## src/rtl/gray_codec_pipe_if.sv

```systemverilog
// Streaming handshake bundle for the Gray/binary converter pipe.
// The master drives items in and accepts results; the slave is the converter.
interface gray_codec_pipe_if #(
    parameter int WIDTH = 4
);
    logic             in_valid;
    logic             in_ready;
    logic             in_mode;
    logic [WIDTH-1:0] in_data;
    logic             out_valid;
    logic             out_ready;
    logic             out_mode;
    logic [WIDTH-1:0] out_data;
    logic             out_adj_err;

    modport master (
        output in_valid, in_mode, in_data, out_ready,
        input  in_ready, out_valid, out_mode, out_data, out_adj_err
    );

    modport slave (
        input  in_valid, in_mode, in_data, out_ready,
        output in_ready, out_valid, out_mode, out_data, out_adj_err
    );
endinterface

```

## src/rtl/gray_codec_pipe.sv

```systemverilog
// Two-stage valid/ready pipe converting Gray<->binary per item, with a Gray
// adjacency check against the previous Gray->binary item.
module gray_codec_pipe #(
    parameter int WIDTH = 4
) (
    input logic              clk_i,
    input logic              rst_i,
    gray_codec_pipe_if.slave pipe_io
);
    logic             en1, en2;
    logic             s1Valid_q, s1Valid_d;
    logic             s1Mode_q, s1Mode_d;
    logic [WIDTH-1:0] s1Data_q, s1Data_d;
    logic             s2Valid_q, s2Valid_d;
    logic             s2Mode_q, s2Mode_d;
    logic [WIDTH-1:0] s2Data_q, s2Data_d;
    logic             s2Err_q, s2Err_d;
    logic [WIDTH-1:0] prev_q, prev_d;
    logic             havePrev_q, havePrev_d;
    logic [WIDTH-1:0] binOut, grayOut, hamDiff;
    logic             multiBit;

    always_comb begin
        binOut  = '0;
        grayOut = s1Data_q ^ (s1Data_q >> 1);
        for (int i = 0; i < WIDTH; i++) begin
            binOut[i] = ^(s1Data_q >> i);
        end
        // Clearing the lowest set bit leaves something only if two or more bits differ.
        hamDiff  = s1Data_q ^ prev_q;
        multiBit = |(hamDiff & (hamDiff - WIDTH'(1)));
    end

    always_comb begin
        en2 = !s2Valid_q || pipe_io.out_ready;
        en1 = !s1Valid_q || en2;

        s1Valid_d  = s1Valid_q;
        s1Mode_d   = s1Mode_q;
        s1Data_d   = s1Data_q;
        s2Valid_d  = s2Valid_q;
        s2Mode_d   = s2Mode_q;
        s2Data_d   = s2Data_q;
        s2Err_d    = s2Err_q;
        prev_d     = prev_q;
        havePrev_d = havePrev_q;

        if (en1) begin
            s1Valid_d = pipe_io.in_valid;
            s1Mode_d  = pipe_io.in_mode;
            s1Data_d  = pipe_io.in_data;
        end

        // Bubbles advance the valid bit only, so S2 payload keeps its last item.
        if (en2) begin
            s2Valid_d = s1Valid_q;
            if (s1Valid_q) begin
                s2Mode_d = s1Mode_q;
                s2Data_d = s1Mode_q ? grayOut : binOut;
                s2Err_d  = 1'b0;
                if (!s1Mode_q) begin
                    s2Err_d    = havePrev_q && multiBit;
                    prev_d     = s1Data_q;
                    havePrev_d = 1'b1;
                end
            end
        end
    end

    always_ff @(posedge clk_i) begin
        if (rst_i) begin
            s1Valid_q  <= 1'b0;
            s1Mode_q   <= 1'b0;
            s1Data_q   <= '0;
            s2Valid_q  <= 1'b0;
            s2Mode_q   <= 1'b0;
            s2Data_q   <= '0;
            s2Err_q    <= 1'b0;
            prev_q     <= '0;
            havePrev_q <= 1'b0;
        end else begin
            s1Valid_q  <= s1Valid_d;
            s1Mode_q   <= s1Mode_d;
            s1Data_q   <= s1Data_d;
            s2Valid_q  <= s2Valid_d;
            s2Mode_q   <= s2Mode_d;
            s2Data_q   <= s2Data_d;
            s2Err_q    <= s2Err_d;
            prev_q     <= prev_d;
            havePrev_q <= havePrev_d;
        end
    end

    assign pipe_io.in_ready    = en1;
    assign pipe_io.out_valid   = s2Valid_q;
    assign pipe_io.out_mode    = s2Mode_q;
    assign pipe_io.out_data    = s2Data_q;
    assign pipe_io.out_adj_err = s2Err_q;
endmodule

```

## src/flat_wrapper.sv

```systemverilog
// flat-port wrapper written by rule: the top's interface ports become plain ports
module gray_codec_pipe_flat 
#(
    parameter int WIDTH = 4
)
  (clk_i, rst_i, pipe_io_in_valid, pipe_io_in_mode, pipe_io_in_data, pipe_io_out_ready, pipe_io_in_ready, pipe_io_out_valid, pipe_io_out_mode, pipe_io_out_data, pipe_io_out_adj_err);
  gray_codec_pipe_if #(.WIDTH(WIDTH)) pipe_io_i ();
  input logic clk_i;
  input logic rst_i;
  input wire logic [$bits(pipe_io_i.in_valid)-1:0] pipe_io_in_valid;
  input wire logic [$bits(pipe_io_i.in_mode)-1:0] pipe_io_in_mode;
  input wire logic [$bits(pipe_io_i.in_data)-1:0] pipe_io_in_data;
  input wire logic [$bits(pipe_io_i.out_ready)-1:0] pipe_io_out_ready;
  output wire logic [$bits(pipe_io_i.in_ready)-1:0] pipe_io_in_ready;
  output wire logic [$bits(pipe_io_i.out_valid)-1:0] pipe_io_out_valid;
  output wire logic [$bits(pipe_io_i.out_mode)-1:0] pipe_io_out_mode;
  output wire logic [$bits(pipe_io_i.out_data)-1:0] pipe_io_out_data;
  output wire logic [$bits(pipe_io_i.out_adj_err)-1:0] pipe_io_out_adj_err;
  assign pipe_io_i.in_valid = pipe_io_in_valid;
  assign pipe_io_i.in_mode = pipe_io_in_mode;
  assign pipe_io_i.in_data = pipe_io_in_data;
  assign pipe_io_i.out_ready = pipe_io_out_ready;
  assign pipe_io_in_ready = pipe_io_i.in_ready;
  assign pipe_io_out_valid = pipe_io_i.out_valid;
  assign pipe_io_out_mode = pipe_io_i.out_mode;
  assign pipe_io_out_data = pipe_io_i.out_data;
  assign pipe_io_out_adj_err = pipe_io_i.out_adj_err;
  gray_codec_pipe #(.WIDTH(WIDTH)) u_core (.clk_i(clk_i), .rst_i(rst_i), .pipe_io(pipe_io_i));
endmodule
```

## config.mk

```make
export PLATFORM = sky130hd
export DESIGN_NAME = gray_codec_pipe_flat
export DESIGN_NICKNAME = d
export VERILOG_FILES = /design/src/rtl/gray_codec_pipe_if.sv /design/src/rtl/gray_codec_pipe.sv /design/src/flat_wrapper.sv
export SDC_FILE = /design/constraint.sdc
export NUM_CORES = 1
export LEC_CHECK = 0
export CAP_MARGIN = 0
export CORE_MARGIN = 4
export CORE_UTILIZATION = 51
export CTS_CLUSTER_SIZE = 12
export DETAILED_ROUTE_END_ITERATION = 8
export PLACE_DENSITY = 0.82
export SETUP_SLACK_MARGIN = 0.15
export SLEW_MARGIN = 10
export SYNTH_ARGS = -nofsm -noshare
export SYNTH_HDL_FRONTEND = slang
export SYNTH_SLANG_ARGS = --single-unit
```

## constraint.sdc

```tcl
create_clock -name clk_i -period 1.8 [get_ports clk_i]
set_input_delay 0.36 -clock clk_i [delete_from_list [all_inputs] [get_ports clk_i]]
set_output_delay 0.36 -clock clk_i [all_outputs]
set_load 0.01 [all_outputs]
```

### Word level (Yosys, flattened, before mapping)

Index checks and enable logic that the tools add are counted.

| word-level totals | value |
|---|---|
| register bits after elaboration | 18 |
| bits of input ports | 9 |
| output and inout port bits | 8 |
| word-level logic and storage cells | 28 |

| operators by class | value |
|---|---|
| add/subtract/negate cells | 1 |
| muxes and demuxes | 2 |
| bitwise logic cells | 4 |
| reduce and logical (&&, ||, !) cells | 12 |

Operators by type and width:

| kind | count |
|---|---|
| $reduce_xor 4->1 | 4 |
| $and 4x4->4 | 1 |
| $mux 4 | 1 |
| $reduce_or 4->1 | 1 |
| $sub 4x1->4 const B | 1 |
| $xor 4x3->4 | 1 |
| $xor 4x4->4 | 1 |
| $reduce_and 3->1 | 1 |
| $logic_not 1->1 | 2 |
| $logic_or 1x1->1 | 2 |
| $reduce_and 2->1 | 1 |
| $logic_and 1x1->1 | 1 |
| $mux 1 | 1 |
| $not 1->1 | 1 |

### Logic depth before layout (Yosys ltp)

| logic depth | value |
|---|---|
| depth after elaboration | 6 |
| mapped depth | 5 |
| depth with buffers taken out | 4 |

### Worst setup path before layout

Ideal clock, no wire load.

| timing path | value |
|---|---|
| kind | register to register |
| start point | register u_core.s2Valid_q, in the netlist u_core.pipe_io.out_valid |
| end point | register u_core.prev_q[0] |
| library setup time | 0.132 ns |
| arrival time | 1.079 ns |
| required time | 1.668 ns |
| setup slack | 0.589 ns |
| cell stages (with the launch flop) | 6 |
| buffers on the path | 1 |
| clock period less this slack | 1.211 ns |
| cell sequence | dfxtp_1 > nor2b_1 > buf_4 > or3_4 > nand2_1 > a21oi_1 |

| on the way | value |
|---|---|
| longest elaborated chain between the ends | 3 |

RTL lines:

| element | line | text |
|---|---|---|
| start: declaration | gray_codec_pipe.sv:14 | `logic s2Valid_q, s2Valid_d;` |
| start signal: assignment | gray_codec_pipe.sv:85 | `s2Valid_q <= s2Valid_d;` |
| $logic_not 1->1 | gray_codec_pipe.sv:35 | `en2 = !s2Valid_q \|\| pipe_io.out_ready;` |
| $logic_or 1x1->1 | gray_codec_pipe.sv:35 |  |
| $reduce_and 3->1 (no line) | -- |  |
| end signal: assignment | gray_codec_pipe.sv:89 | `prev_q <= prev_d;` |
| end: declaration | gray_codec_pipe.sv:18 | `logic [WIDTH-1:0] prev_q, prev_d;` |

Every way passes these cells.
A chain may end at the register's enable or synchronous reset.

### Worst setup path in the final report

| timing path | value |
|---|---|
| start point | register u_core.s2Valid_q, in the netlist u_core.pipe_io.out_valid |
| end point | output pipe_io_out_valid |

RTL lines:

| element | line | text |
|---|---|---|
| end: declaration | flat_wrapper.sv:15 | `output wire logic [$bits(pipe_io_i.out_valid)-1:0] pipe_io_out_valid;` |

No word-level cell between the ends.

==> metrics.txt <==
Yosys reg bits 18; netlist area before placement slightly below 800 um^2; number of global-route vias before repair 597; dominant synthesized flop cell dfxtp_1; power per unit of standard cell area 815 nW/um^2; IO buf count 16; count of hold buffers inserted by post-cts repair 0; die area 2230 um^2; unrepaired setup endpoints after global routing false; initial standard-cell utilization of the core a little under three fifths; leftover overflow at the end of global routing 0; largest cells by area after synthesis dfxtp_1 46%, nand2_1 9.1%, a21oi_1 8.3%, xor2_1 5.6%, xnor2_1 4.5%; Setup Skew 1.32 ps; Sinks on Clock Net 18; ANT cells 0; worst hold path type flip-flop to flip-flop; IR Drop Worst-Case VDD ~0.7 mV; Chip Height between 40 and 50 um; fraction of the yosys area taken by sequential cells around 46%; count of flip-flops with a built-in enable after synthesis 0; clock transition at the registers of the reported paths 100 ps; required time of the worst setup path 1440 ps; core region area 1380 um^2; Critical Path, Cell by Cell clkdlybuf4s50_1; number of nets still failing antenna checks after routing 0; static leakage 0.383 nW; clock latency on the worst-skew pair 290 ps; Crit Path Max Fanout 3; path type of the worst setup path flip-flop to primary output; global router's overall resource usage 16.5%; combined buffer and inverter count along the critical path 1; worst slack at placement -168 ps; wire length of the first global-routing pass about 2500 um; Synth Warn # 0; number of failing setup endpoints in the final timing report 0; sum of net half-perimeters after detailed placement 1090 um; final estimated routing congestion in global placement 0.739; via count of the routed design 662; Tmin final approximately 1500 ps; total of fill cells in the finished design 117; Crit. End Element primary output; summed negative setup slack over all endpoints 0 ps; per-instance average area after synthesis approximately 8.5 um^2; Bufs on Longest Clock Path 2; standard cell with the maximum stage delay on the critical path clkdlybuf4s50_1; highest attainable clock frequency ~650 MHz; synthesized netlist cell count 92; area growth from synthesis to final layout 26.0%; Clk Tree Root Cell clkbuf_4; I/O Pins 17; TritonCTS clock tree yes; fin nets 119; number of max-cap violations 0; Distinct cells, synth 22; number of antenna violations at the first check in global routing 0; Data arrival, critical path roughly 1200 ps; crit-path leading delay family buffers and inverters; leading area contributor after synthesis dfxtp_1; area share of the largest cell type after synthesis between 40% and 50%; CTS H-Tree Depth 1; number of setup buffers added after CTS 0; horizontal die dimension between 40 and 50 um; Iter 0 DRT Violations 3; # rows 13; final WL 1420 um; async set-or-reset flop fraction in the synthesized netlist 0%; Relative slew margins 67.8%; Avg Vias per Cell 5.34; startpoint types flip-flop; largest net degree at the start of global routing 15; final count of hold timing violations 0; Tightest Pin Transition 481 ps; max incr delay on CP approximately 540 ps; Pre-antenna DRT Iters 4; number of buffers created by CTS 3; routed wirelength normalized by instance count 11.5 um; fraction of layout cells with a size suffix above 1 14.7%; worst setup slack after layout 258 ps; outcome completed; net count of the mapped netlist roughly 100; Max Transition Viols Final 0; Tcrit/Tclk final 85.7%; DRC violations left 0
[tightest hold or removal path, cell delays in order (launching register included)]
cell     delay, ps
dfxtp_1        320
nand2_1         50
a21oi_1         50
[report_power, final]
group,leakage (nW),total (W),switching [W],internal [W]
registers,0.148,0.000437,0.0000189,0.000419
clock network,0.0210,0.000245,0.000122,0.000123
logic,0.214,0.000124,0.0000561,0.0000679
[repair_timing]
item / in CTS / in global routing
gates resized for setup: 4 / 1
setup endpoints to repair: 1 / 1
gates cloned: 0 / 0
[Yosys cell counts (2+ instances only)]
library cell  count
buf_4             2
buf_2             3
nand2_1          19
a21oi_1          13
xor2_1            5
a211oi_1          2
nand3_1           5
nand3b_1          2
nor2_2            2
o21ai_1           2
dfxtp_1          18
nor2_1            5
nor2b_1           2
xnor2_1           4
[metrics by stage]
step                area (um^2)  total power (W)  std cells  utilization (%)  hold WS (ps)
floorplan                   786         0.000523         92                -           441
global placement            953         0.000568        120             69.0           439
detailed placement          953         0.000571        120             69.0           446
CTS                         995         0.000814        124             71.9           460
global route                990         0.000852        124             71.6           483
finish                      990         0.000806        124             71.6           459
[worst paths after layout]
path	startpoint	to	slack (ps)	depth (start not counted)
hold / removal	u_core.pipe_io.out_data[3]$_SDFFE_PP0P_	u_core.pipe_io.out_data[3]$_SDFFE_PP0P_	460	2
setup / recovery	u_core.pipe_io.out_valid$_SDFFE_PP0N_	pipe_io_out_valid	260	1
hold reg to reg	u_core.pipe_io.out_data[3]$_SDFFE_PP0P_	u_core.pipe_io.out_data[3]$_SDFFE_PP0P_	460	2
setup reg to reg	u_core.pipe_io.out_valid$_SDFFE_PP0N_	u_core.prev_q[1]$_SDFFE_PP0P_	520	5
[area by class of cell]
class | count | area (um^2) | share of cell area (%)
clock buffer | 4 | 36.3 | 3.67
inverter | 1 | 3.75 | 0.379
multi-input combinational | 67 | 393 | 39.7
sequential | 18 | 360 | 36.4
tap | 15 | 18.8 | 1.90
timing repair buffer | 19 | 178 | 18.0
[routing by layer]
metal  GRT usage (%)  up-vias  share of wire [%]
li1                -      343                  -
met1            20.1      294                 43
met2            25.4       20                 48
met3            3.45        5                6.1
met4            11.6        0                3.1
met5               0        -                  0
[state kept, by name, summed over array words and instances, names as in the netlist]
name	cells
u_core.pipe_io.out_valid	1
u_core.s1Data_q	4
u_core.s1Mode_q	1
u_core.pipe_io.out_adj_err	1
u_core.havePrev_q	1
u_core.s1Valid_q	1
u_core.pipe_io.out_data	4
u_core.prev_q	4
u_core.pipe_io.out_mode	1
[logic make-up after synthesis]
logic type             synth area share (%)
flip-flops                             45.9
AO/OA/AOI/OAI                          14.2
buffers and inverters                  4.78
AND/OR/NAND/NOR                        25.2
XOR/XNOR                               10.0
[layout by cell type, fill, tap and decap left out]
cell type         n
clkbuf_8          1
o31ai_2           1
inv_2             1
clkbuf_2          1
nand2_1          18
dfxtp_1          18
or3_4             1
nand3b_1          2
nor2_2            2
nor3_4            1
nand2_2           1
a211oi_1          2
nand2b_1          1
nand4b_1          1
nor2b_2           1
a211o_1           1
nor2b_1           1
clkdlybuf4s50_1  15
nor2_1            5
clkbuf_4          3
o21ai_1           2
xor2_1            5
nand3_1           5
buf_4             3
xnor2_1           4
a21oi_1          13
(Power assumes the default switching activity.)
